## src/rtl/evb_arbiter.sv

```systemverilog
// Round-robin arbiter that shares one EVB command channel between NUM_MASTERS four-phase requesters.
// Optional downstream timeout is compiled in when EVB_TIMEOUT_EN is defined.
module evb_arbiter #(
    parameter int NUM_MASTERS    = 4,
    parameter int ADDR_W         = 16,
    parameter int DATA_W         = 32,
    parameter int TIMEOUT_CYCLES = 1024
) (
    input  logic                          clk,
    input  logic                          rst_n,
    input  logic [NUM_MASTERS-1:0]        m_req,
    input  logic [NUM_MASTERS*ADDR_W-1:0] m_addr,
    output logic [NUM_MASTERS-1:0]        m_finish,
    output logic [DATA_W-1:0]             m_rd_data,
    output logic                          evb_cmd_request,
    output logic [ADDR_W-1:0]             evb_cmd_addr,
    input  logic                          evb_cmd_finish,
    input  logic [DATA_W-1:0]             evb_cmd_rd_data,
    output logic [((NUM_MASTERS > 1) ? $clog2(NUM_MASTERS) : 1)-1:0] grant_id,
    output logic                          timeout_err
);
    localparam int GW = (NUM_MASTERS > 1) ? $clog2(NUM_MASTERS) : 1;

    typedef enum logic [1:0] {
        IDLE    = 2'd0,
        GRANT   = 2'd1,
        DONE    = 2'd2,
        RELEASE = 2'd3
    } state_t;

    state_t                   state_reg, state_next;
    logic [GW-1:0]            rr_reg, rr_next;
    logic [GW-1:0]            gid_reg, gid_next;
    logic                     req_reg, req_next;
    logic [ADDR_W-1:0]        addr_reg, addr_next;
    logic [NUM_MASTERS-1:0]   fin_reg, fin_next;
    logic [DATA_W-1:0]        rd_reg, rd_next;
    logic [GW-1:0]            sel_idx;
    logic [GW-1:0]            gid_inc;
    logic                     any_req;
    logic                     own_req;
    logic [GW-1:0]            cand [NUM_MASTERS];

    // cand[i] is the master index i places after the round-robin pointer, wrapped.
    generate
        for (genvar gi = 0; gi < NUM_MASTERS; gi++) begin : g_cand
            logic [GW:0] sum;
            assign sum = {1'b0, rr_reg} + (GW+1)'(gi);
            assign cand[gi] = (sum >= (GW+1)'(NUM_MASTERS)) ?
                              GW'(sum - (GW+1)'(NUM_MASTERS)) : sum[GW-1:0];
        end
    endgenerate

    // Scan from farthest to nearest so the closest requester to the pointer wins.
    always_comb begin
        sel_idx = rr_reg;
        for (int i = NUM_MASTERS - 1; i >= 0; i--) begin
            if (m_req[cand[i]]) begin
                sel_idx = cand[i];
            end
        end
    end

    assign any_req = |m_req;
    assign own_req = m_req[gid_reg];
    assign gid_inc = (gid_reg == GW'(NUM_MASTERS - 1)) ? '0 : gid_reg + 1'b1;

`ifdef EVB_TIMEOUT_EN
    localparam int CW = $clog2(TIMEOUT_CYCLES) + 1;
    logic [CW-1:0] cnt_reg, cnt_next;
    logic          terr_reg, terr_next;
    logic          timeout_hit;
    assign timeout_hit = (cnt_reg == CW'(TIMEOUT_CYCLES - 1));
`endif

    always_ff @(posedge clk or negedge rst_n) begin
        if (!rst_n) begin
            state_reg <= IDLE;
        end else begin
            state_reg <= state_next;
        end
    end

    always_comb begin
        state_next = state_reg;
        case (state_reg)
            IDLE:    if (any_req) state_next = GRANT;
            GRANT: begin
                if (evb_cmd_finish)  state_next = DONE;
                else if (!own_req)   state_next = RELEASE;
`ifdef EVB_TIMEOUT_EN
                else if (timeout_hit) state_next = DONE;
`endif
            end
            DONE:    if (!own_req) state_next = RELEASE;
            RELEASE: if (!evb_cmd_finish) state_next = IDLE;
            default: state_next = IDLE;
        endcase
    end

    always_comb begin
        req_next  = req_reg;
        addr_next = addr_reg;
        gid_next  = gid_reg;
        fin_next  = fin_reg;
        rd_next   = rd_reg;
        rr_next   = rr_reg;
`ifdef EVB_TIMEOUT_EN
        cnt_next  = cnt_reg;
        terr_next = 1'b0;
`endif
        case (state_reg)
            IDLE: begin
                if (any_req) begin
                    gid_next  = sel_idx;
                    addr_next = m_addr[sel_idx*ADDR_W +: ADDR_W];
                    req_next  = 1'b1;
`ifdef EVB_TIMEOUT_EN
                    cnt_next  = '0;
`endif
                end
            end
            GRANT: begin
                if (evb_cmd_finish) begin
                    rd_next           = evb_cmd_rd_data;
                    fin_next          = '0;
                    fin_next[gid_reg] = 1'b1;
                end else if (!own_req) begin
                    // Aborted transactions still move the pointer so nobody is locked out.
                    req_next = 1'b0;
                    rr_next  = gid_inc;
                end
`ifdef EVB_TIMEOUT_EN
                else if (timeout_hit) begin
                    req_next          = 1'b0;
                    rd_next           = DATA_W'(32'hDEAD_BEEF);
                    fin_next          = '0;
                    fin_next[gid_reg] = 1'b1;
                    terr_next         = 1'b1;
                end else begin
                    cnt_next = cnt_reg + 1'b1;
                end
`endif
            end
            DONE: begin
                if (!own_req) begin
                    fin_next = '0;
                    req_next = 1'b0;
                    rr_next  = gid_inc;
                end
            end
            default: ;
        endcase
    end

    always_ff @(posedge clk or negedge rst_n) begin
        if (!rst_n) begin
            rr_reg   <= '0;
            gid_reg  <= '0;
            req_reg  <= 1'b0;
            addr_reg <= '0;
            fin_reg  <= '0;
            rd_reg   <= '0;
        end else begin
            rr_reg   <= rr_next;
            gid_reg  <= gid_next;
            req_reg  <= req_next;
            addr_reg <= addr_next;
            fin_reg  <= fin_next;
            rd_reg   <= rd_next;
        end
    end

`ifdef EVB_TIMEOUT_EN
    always_ff @(posedge clk or negedge rst_n) begin
        if (!rst_n) begin
            cnt_reg  <= '0;
            terr_reg <= 1'b0;
        end else begin
            cnt_reg  <= cnt_next;
            terr_reg <= terr_next;
        end
    end
    assign timeout_err = terr_reg;
`else
    assign timeout_err = 1'b0;
`endif

    assign m_finish        = fin_reg;
    assign m_rd_data       = rd_reg;
    assign evb_cmd_request = req_reg;
    assign evb_cmd_addr    = addr_reg;
    assign grant_id        = gid_reg;

endmodule

```

## config.mk

```make
export PLATFORM = sky130hd
export DESIGN_NAME = evb_arbiter
export DESIGN_NICKNAME = d
export VERILOG_FILES = /design/src/rtl/evb_arbiter.sv
export SDC_FILE = /design/constraint.sdc
export NUM_CORES = 1
export LEC_CHECK = 0
export BUFFER_PORTS_ARGS = -buffer_cell sky130_fd_sc_hd__buf_2
export CELL_PAD_IN_SITES_DETAIL_PLACEMENT = 1
export CELL_PAD_IN_SITES_GLOBAL_PLACEMENT = 2
export CORE_ASPECT_RATIO = 1.2
export CORE_MARGIN = 3
export CORE_UTILIZATION = 28
export DETAILED_ROUTE_END_ITERATION = 10
export HOLD_SLACK_MARGIN = 0.03
export PLACE_DENSITY_LB_ADDON = 0.3
export REMOVE_ABC_BUFFERS = 1
export SYNTH_ARGS = -nofsm -noshare
export SYNTH_HDL_FRONTEND = slang
export SYNTH_SLANG_ARGS = --single-unit
```

## constraint.sdc

```tcl
create_clock -name clk -period 2.1 [get_ports clk]
set_input_delay 0.42 -clock clk [delete_from_list [all_inputs] [get_ports clk]]
set_output_delay 0.42 -clock clk [all_outputs]
set_load 0.05 [all_outputs]
```

==> results.json, run 1 <==
{
  "yosysSeqAreaShare_pct": 46.04,
  "finalMaxSlewViolations": 0,
  "rsz0062_at_grt": "no",
  "critPathKind": "reg -> reg",
  "ys_async_sr_fraction_pct": 100.0,
  "cts_max_level": 3,
  "wl_per_cell_um": 15.83,
  "grt_pass1_vias": 2943,
  "largest_reg_flops": 32,
  "r2r_end": "evb_cmd_addr[8]$_DFFE_PN0P_",
  "clock_latency_ps": 320,
  "avgSynthCellArea_sq_um": 12.83,
  "worstPathMaxFanout": 29,
  "max_freq_mhz": 514.5,
  "die_y_um": 123.2,
  "setup_ws_ps": 156.5,
  "clock_path_buffers": 2,
  "n_antenna_cell": 0,
  "relSlewSlack_pct": 49.43,
  "multi_input_area_sq_um": 1615,
  "fin_skew_ps": 3.584,
  "hold_viol": 0,
  "grt_pass1_wl_um": 14660,
  "initialDrtViolationCount": 63,
  "ctsRootBufferMaster": "clkbuf_16",
  "gr-total-overflow": 0,
  "syn2layout_area_growth_pct": 41.28,
  "cts_tree": "built",
  "p_leak_nw": 2.137,
  "initial_core_util_pct": 28.92,
  "ios": 159,
  "drcViolationCount": 0,
  "postCtsSetupRepairBufs": 0,
  "setup_viol": 0,
  "power_density_nw_per_um2": 1847,
  "fin_crit_sh_pct": 92.55,
  "start_kind": "flop",
  "crit_arrival_ps": 2170,
  "cap_violations": 0,
  "drive_above_1_share_pct": 60.57,
  "timing.rr.start": "rr_reg[1]$_DFFE_PN0P_",
  "fin_util_pct": 40.86,
  "clkSinkCount": 59,
  "netlist_instances": 250,
  "worst-r2r-setup-slack_ps": 160,
  "ir_worst_vdd_mv": 0.6295,
  "grtUsageTotal_pct": 14.40,
  "synth_edf_count": 0,
  "ff2ff_path_depth": 6,
  "cts_resized": 0,
  "cts_hold_buf": 0,
  "syn-cell-area_sq_um": 3207,
  "die_w_um": 103.7,
  "dp_hpwl_um": 7048,
  "yosys.area.top_type_share_pct": 46.04,
  "ff_latch_area_sq_um": 1476,
  "period_needed_ps": 1943,
  "min_path_type": "in -> async",
  "synth_ff_type": "dfrtp_1",
  "dieArea_sq_um": 12780,
  "synth_top_area_cell": "dfrtp_1",
  "finalWirelength_um": 9104,
  "design.core.area_sq_um": 11090,
  "tightest_slew_ps": 755.7,
  "fill_cells": 1291,
  "dr_total_vias": 2692,
  "cts.reportedPaths.clkPinSlew_ps": 50,
  "yosysWarnings": 0,
  "numCtsBuffers": 9,
  "place.gp.congestion": 0.7492,
  "antenna_found_initial": 0,
  "grt_max_degree": 34,
  "synthTopCellsByArea": "dfrtp_1 46%, mux2_2 12%, a211oi_2 9.8%",
  "drt.antenna.violating_nets": 0,
  "end_kind": "flop",
  "portBuffers": 157,
  "ys_ff_latch": 59,
  "fp-row-count": 42,
  "dr.pass1.iters": 4,
  "preCtsSetupSlack_ps": -61.19,
  "status": "completed",
  "via_per_inst": 4.682,
  "yosysUniqueCellTypes": 41,
  "fin_nets": 529,
  "worstPathRequired_ps": 2330
}
==> layout make-up <==
cell class	count	area share (%)
Sequential cell	59	32.59
Clock inverter	7	1.519
Clock buffer	9	4.971
Inverter	5	0.4142
Timing Repair Buffer	170	20.60
Multi-Input combinational cell	171	35.65
Tap cell	154	4.253
==> worst max-delay path, cell delays in order, from the launching register on <==
cell and delay, ps:
dfrtp_1 460, nor2_1 120, o2bb2ai_4 140, or3_2 530, buf_12 210, mux2i_1 150
a211oi_2 230
==> worst max-delay path by stage <==
stage                                   from                      endpoint  slack, ps
floorplan           state_reg[0]$_DFFE_PN0P_   evb_cmd_addr[0]$_DFFE_PN0P_       -630
global placement                    m_req[2]   evb_cmd_addr[3]$_DFFE_PN0P_         40
detailed placement                  m_req[2]  evb_cmd_addr[13]$_DFFE_PN0P_        -60
CTS                    rr_reg[1]$_DFFE_PN0P_   evb_cmd_addr[2]$_DFFE_PN0P_        130
global route           rr_reg[1]$_DFFE_PN0P_  evb_cmd_addr[13]$_DFFE_PN0P_         10
finish                 rr_reg[1]$_DFFE_PN0P_   evb_cmd_addr[8]$_DFFE_PN0P_        160
==> cells in the mapped netlist, types with 4 or more instances <==
| cell | number |
|---|---|
| dfrtp_1 | 59 |
| mux2_2 | 33 |
| a211oi_2 | 25 |
| nor2_1 | 22 |
| mux2i_1 | 17 |
| nor4b_1 | 16 |
| ha_1 | 10 |
| a211oi_1 | 7 |
| clkbuf_1 | 6 |
| buf_6 | 5 |
| inv_1 | 5 |
| nand2_1 | 5 |
| a22o_1 | 4 |
==> layout by cell type (no fill, tap or decap), types with 2 or more instances in the layout <==
cell type	count
buf_2	157
buf_12	4
nand2b_1	3
mux2_2	33
a22o_1	4
a211oi_1	7
clkinv_2	3
o21ai_0	3
clkbuf_16	9
buf_4	9
inv_1	5
nor2_1	22
nand2_1	5
clkinvlp_4	2
dfrtp_1	59
a21oi_1	3
mux2i_1	17
a211oi_2	25
nor4b_1	16
ha_1	10
==> cells by family after synthesis <==
| logic type | Yosys count | synth area share [%] |
|---|---|---|
| DFF | 59 | 46.04 |
| and+or+nand+nor | 55 | 10.42 |
| AOI/OAI and AO/OA | 54 | 18.22 |
| muxes | 51 | 17.60 |
| buffers and inverters | 20 | 3.706 |
| adders and majority gates | 10 | 3.902 |
| other | 1 | 0.1169 |
==> stage by stage <==
step                      power [mW]  cells  area, sq um  TNS, ps  hold WS, ps
after detailed placement       7.047    559         4237   -277.0        489.0
after global routing           8.912    575         4531        0        157.3
after global placement         6.943    559         4237        0        482.2
final                          8.370    575         4531        0        118.0
after CTS                      8.531    575         4531        0        137.7
after floorplan                5.658    235         3107   -10360        124.4
==> per-layer routing <==
| metal | part of all wire, % | wire [um] | track usage, % | vias to the layer above |
|---|---|---|---|---|
| met2 | 46 | 4147 | 23.94 | 132 |
| met5 | 0 | 0 | 0 | - |
| li1 | - | - | - | 1262 |
| met4 | 1.2 | 107 | 4.738 | 0 |
| met1 | 45 | 4056 | 17.62 | 1289 |
| met3 | 8.7 | 792 | 5.065 | 9 |
==> power by group <==
| part | total [mW] | switching [mW] | internal (mW) |
|---|---|---|---|
| sequential | 2.06 | 0.336 | 1.72 |
| combinational | 4.88 | 3.36 | 1.53 |
| clock | 1.43 | 0.519 | 0.912 |
(Power assumes the default switching activity.)
==> run 2: changes to the inputs <==
--- a/config.mk
+++ b/config.mk
@@ -6,11 +6,9 @@
 export NUM_CORES = 1
 export LEC_CHECK = 0
 export BUFFER_PORTS_ARGS = -buffer_cell sky130_fd_sc_hd__buf_2
-export CELL_PAD_IN_SITES_DETAIL_PLACEMENT = 1
-export CELL_PAD_IN_SITES_GLOBAL_PLACEMENT = 2
 export CORE_ASPECT_RATIO = 1.2
 export CORE_MARGIN = 3
-export CORE_UTILIZATION = 28
+export CORE_UTILIZATION = 46
 export DETAILED_ROUTE_END_ITERATION = 10
 export HOLD_SLACK_MARGIN = 0.03
 export PLACE_DENSITY_LB_ADDON = 0.3
==> run 2 against run 1 <==
Wire length decreased by 16%. Cell count is 12% lower. Final area fell by 3.8%. Maximum frequency up 1.4%. Via count shrank 1.3%. Register-to-register slack improved by 30 ps.
==> results.json, run 2 (same netlist as run 1, synthesis figures left out) <==
{
  "status": "completed",
  "cts_hold_buf": 0,
  "combPwrFrac_pct": 59.9,
  "drt.antenna.violating_nets": 0,
  "finalWirelength_um": 7688,
  "dieArea_sq_um": 8014,
  "p_total_mw": 7.981,
  "min_path_type": "in -> async",
  "grt_max_degree": 35,
  "fin_skew_ps": 5.867,
  "largest_reg_flops": 32,
  "critPathKind": "reg -> reg",
  "relSlewSlack_pct": 50.34,
  "start_kind": "flop",
  "grt_pass1_vias": 2612,
  "finalMaxSlewViolations": 0,
  "cts.reportedPaths.clkPinSlew_ps": 70,
  "initial_core_util_pct": 48.54,
  "cts_max_level": 3,
  "fin_nets": 528,
  "die_w_um": 82.22,
  "grt_pass1_wl_um": 12110,
  "ir_worst_vdd_mv": 1.186,
  "syn2layout_area_growth_pct": 35.86,
  "wl_per_cell_um": 15.22,
  "clkSinkCount": 59,
  "worst-r2r-setup-slack_ps": 180,
  "numCtsBuffers": 9,
  "critPathMaxStageDelay_ps": 520,
  "fin_crit_sh_pct": 91.25,
  "dr.pass1.iters": 4,
  "drive_above_1_share_pct": 60.48,
  "ios": 159,
  "worstPathMaxFanout": 31,
  "p_seq_share_pct": 25.9,
  "drcViolationCount": 0,
  "ctsRootBufferMaster": "clkbuf_8",
  "crit_arrival_ps": 2140,
  "cap_violations": 0,
  "design.core.area_sq_um": 6606,
  "worstPathRequired_ps": 2320,
  "layout_commonest_cell": "buf_2",
  "dp_hpwl_um": 5990,
  "rsz0062_at_grt": "no",
  "swShare_pct": 50.92,
  "path_cells": "nor2_1 -> o2bb2ai_4 -> or3_2 -> buf_12 -> mux2i_1 -> a211oi_1",
  "dr_total_vias": 2656,
  "period_needed_ps": 1916,
  "preCtsSetupSlack_ps": 7.560,
  "setup_ws_ps": 183.7,
  "via_per_inst": 5.259,
  "cts_tree": "built",
  "n_antenna_cell": 0,
  "tightest_slew_ps": 742.0,
  "antenna_found_initial": 0,
  "grtUsageTotal_pct": 19.60,
  "max_freq_mhz": 521.8,
  "die_y_um": 97.47,
  "gr-total-overflow": 0,
  "portBuffers": 157,
  "fp-row-count": 32,
  "clock_path_buffers": 2,
  "intPower_mw": 3.918,
  "clock_latency_ps": 320,
  "end_kind": "flop",
  "critPathSlowestCell": "or3_2",
  "power_density_nw_per_um2": 1832,
  "p_leak_nw": 2.096,
  "postCtsSetupRepairBufs": 0,
  "initialDrtViolationCount": 73,
  "hold_ws_ps": 111.7,
  "hold_viol": 0,
  "final_cell_mix": "157 x buf_2, 59 x dfrtp_1, 33 x mux2_2, 25 x a211oi_2, 22 x nor2_1",
  "setup_viol": 0,
  "clockPowerShare_pct": 14.2,
  "place.gp.congestion": 0.8121,
  "switchingPower_mw": 4.064,
  "cts_resized": 0
}
## run 2: cell count changes in the layout (fill, tap and decap cells not counted)
cell / delta
clkbuf_8: +10
clkinv_2: -2
clkbuf_16: -9
bufinv_16: +1
buf_12: -1
## run 2: routing by layer
layer / wire, um / vias to the layer above / track usage [%]
met5: 0 / - / 0
met4: 99 / 0 / 6.905
met3: 744 / 9 / 4.545
met2: 3770 / 147 / 33.21
met1: 3073 / 1241 / 23.71
li1: - / 1259 / -
## run 2: critical path, delay by kind of cell, from the launching register on
family	cells	cell delay (ps)
DFF	1	460
muxes	1	140
buffers and inverters	1	210
AOI/OAI and AO/OA	2	360
and+or+nand+nor	2	640
## run 2: cell type report
type                    count  area, sq um
clock buffers              10        137.6
clock inverters             6        88.84
fillers                   533         2250
inverters                   5        18.77
multi-input cells         171         1615
flip-flops and latches     59         1476
well taps                  85        106.4
repair buffers            169        913.4
## run 2: power by group through the flow
stage	clock network (mW)	registers [mW]	logic (mW)
floorplan	0	3.90	1.75
global placement	0	2.06	4.74
detailed placement	0	2.09	4.83
CTS	1.16	2.08	4.83
global route	1.23	2.14	5.08
finish	1.13	2.07	4.78
## run 2: path summary, 6_finish.rpt
path / from / to / cells after the start
setup / recovery: rr_reg[1]$_DFFE_PN0P_ / evb_cmd_addr[14]$_DFFE_PN0P_ / 6
hold / removal: rst_n / m_rd_data[24]$_DFFE_PN0P_ / 1
setup reg to reg: rr_reg[1]$_DFFE_PN0P_ / evb_cmd_addr[14]$_DFFE_PN0P_ / 6
hold reg to reg: m_finish[2]$_DFFE_PN0P_ / m_finish[2]$_DFFE_PN0P_ / 1
max in group asynchronous: rst_n / m_rd_data[30]$_DFFE_PN0P_ / 2
min in group clk: evb_cmd_rd_data[3] / m_rd_data[3]$_DFFE_PN0P_ / 2
## run 2: through the flow
stage               setup TNS (ps)  util, %  instance area (sq um)  std cells
finish                           0    65.95                   4357        505
global route                     0    65.95                   4357        505
CTS                              0    65.95                   4357        505
detailed placement               0    62.52                   4130        489
global placement                 0    62.52                   4130        489
floorplan                   -10360        -                   3107        235
==> run 3: changes to the inputs <==
--- a/config.mk
+++ b/config.mk
@@ -10,6 +10,7 @@
 export CORE_MARGIN = 3
 export CORE_UTILIZATION = 46
 export DETAILED_ROUTE_END_ITERATION = 10
+export GPL_TIMING_DRIVEN = 0
 export HOLD_SLACK_MARGIN = 0.03
 export PLACE_DENSITY_LB_ADDON = 0.3
 export REMOVE_ABC_BUFFERS = 1
==> run 3 against run 2 <==
Flip-flop and latch count unchanged. First-iteration DRC count down 25%. Maximum frequency up 1.0%. Clock-buffer cell count up 1. Via count down 2.9%. Clock skew up 1.1 ps. Cell count down 1.4%. Non-clock buffer count down 8. Total power up 1.4%. Worst hold slack better by 50 ps. Register-to-register slack better by 20 ps. Critical path type unchanged. Largest power group unchanged. Highest routed layer unchanged.
==> results.json, run 3 (same netlist as run 1, synthesis figures left out) <==
{
  "status": "completed",
  "ff_latch_area_sq_um": 1476,
  "grt_pass1_wl_um": 11800,
  "placed_area_sq_um": 4018,
  "clkSinkCount": 59,
  "setup_viol": 0,
  "ir_worst_vdd_mv": 0.8410,
  "numCtsBuffers": 9,
  "drive_above_1_share_pct": 59.81,
  "gr-total-overflow": 0,
  "use_met3_pct": 5.937,
  "initial_core_util_pct": 48.54,
  "fill_cells": 513,
  "tightest_slew_ps": 721.6,
  "setup_ws_ps": 203.2,
  "p_leak_nw": 2.074,
  "finalWirelength_um": 7578,
  "setup_tns_ps": 0,
  "cts_max_level": 3,
  "final_area_sq_um": 4325,
  "cts.reportedPaths.clkPinSlew_ps": 70,
  "critPathKind": "reg -> reg",
  "portBuffers": 157,
  "fin_crit_sh_pct": 90.32,
  "drcViolationCount": 0,
  "clock_path_buffers": 2,
  "cap_violations": 0,
  "fp-row-count": 32,
  "die_w_um": 82.22,
  "fin_nets": 521,
  "grt_util_met2_pct": 31.23,
  "worstPathMaxFanout": 18,
  "dieArea_sq_um": 8014,
  "max_freq_mhz": 527.2,
  "top_usage_layer": "met2",
  "design.core.area_sq_um": 6606,
  "drt.antenna.violating_nets": 0,
  "place.gp.congestion": 0.7614,
  "syn2layout_area_growth_pct": 34.88,
  "wl_per_cell_um": 15.22,
  "grt_max_degree": 60,
  "dp_hpwl_um": 5488,
  "layout_commonest_cell": "buf_2",
  "ctsRootBufferMaster": "clkbuf_8",
  "period_needed_ps": 1897,
  "worstPathRequired_ps": 2340,
  "ios": 159,
  "rsz0062_at_grt": "no",
  "relSlewSlack_pct": 51.89,
  "initialDrtViolationCount": 55,
  "min_path_type": "in -> async",
  "fin_skew_ps": 6.932,
  "path_cells": "nor2_1 -> o2bb2ai_4 -> or3_4 -> mux2i_1 -> a211oi_1",
  "dr.pass1.iters": 4,
  "preCtsSetupSlack_ps": -625.0,
  "crit_arrival_ps": 2130,
  "worst-r2r-setup-slack_ps": 200,
  "critPathMaxStageDelay_ps": 590,
  "dr_total_vias": 2580,
  "start_kind": "flop",
  "cts_tree": "built",
  "clock_latency_ps": 320,
  "finalMaxSlewViolations": 0,
  "critPathSlowestCell": "or3_4",
  "hold_viol": 0,
  "via_per_inst": 5.181,
  "multi_input_area_sq_um": 1644,
  "grt_pass1_vias": 2514,
  "largest_reg_flops": 32,
  "grtUsageTotal_pct": 19.22,
  "startpoint": "rr_reg[1]$_DFFE_PN0P_",
  "hold_ws_ps": 161.8,
  "final_cell_mix": "156 x buf_2, 59 x dfrtp_1, 33 x mux2_2, 25 x a211oi_2, 22 x nor2_1",
  "timing.rr.start": "rr_reg[1]$_DFFE_PN0P_",
  "end_kind": "flop",
  "antenna_found_initial": 0,
  "power_density_nw_per_um2": 1870,
  "grtUsageMet1_pct": 23.34,
  "n_antenna_cell": 0,
  "die_y_um": 97.47,
  "p_total_mw": 8.090
}
-- run 3: cell count changes in the layout (fill, tap and decap cells not counted), moves of 2 or more --
cell / change
or3_4: +2
buf_4: -6
clkinvlp_4: -2
buf_12: -2
-- run 3: cell type report --
type / count / area share, %
Sequential cell: 59 / 34.13
Multi-Input combinational cell: 172 / 38.01
Timing Repair Buffer: 161 / 19.38
Inverter: 5 / 0.4339
Clock buffer: 11 / 3.269
Clock inverter: 5 / 2.314
Tap cell: 85 / 2.459
-- run 3: path summary, 6_finish.rpt --
| check | to | cells past startpoint |
|---|---|---|
| max | evb_cmd_addr[2]$_DFFE_PN0P_ | 5 |
| min | m_rd_data[24]$_DFFE_PN0P_ | 1 |
| max reg2reg | evb_cmd_addr[2]$_DFFE_PN0P_ | 5 |
| min reg2reg | m_rd_data[3]$_DFFE_PN0P_ | 1 |
| max in group asynchronous | m_rd_data[6]$_DFFE_PN0P_ | 1 |
| min in group clk | m_rd_data[15]$_DFFE_PN0P_ | 2 |
-- run 3: through the flow --
step	util, %	cells
final	65.47	498
after global routing	65.47	498
after CTS	65.21	496
after detailed placement	60.81	478
after global placement	60.53	477
after floorplan	-	235
-- run 3: power breakdown --
group,internal [mW],switching [mW],total [mW]
combinational,1.49,3.31,4.80
clock,0.817,0.436,1.25
sequential,1.72,0.325,2.04
total,4.02,4.07,8.09
-- run 3: layer usage --
layer / vias to the layer above / wire, um
li1: 1249 / -
met1: 1192 / 3071
met2: 134 / 3662
met3: 5 / 767
met4: 0 / 77
met5: - / 0
-- run 3: what timing repair did --
item,in CTS,in global routing
setup buffers,1,2
pin swaps,1,1
endpoints found under the setup margin,52,11
gates cloned,1,0
gates resized for setup,5,0
hold buffers,0,0
-- run 3: worst max-delay path: cells and delay by family (launching register included) --
| family | cells | cell delay (ps) |
|---|---|---|
| compound gates | 2 | 480 |
| flops | 1 | 440 |
| mux | 1 | 180 |
| simple gates | 2 | 700 |
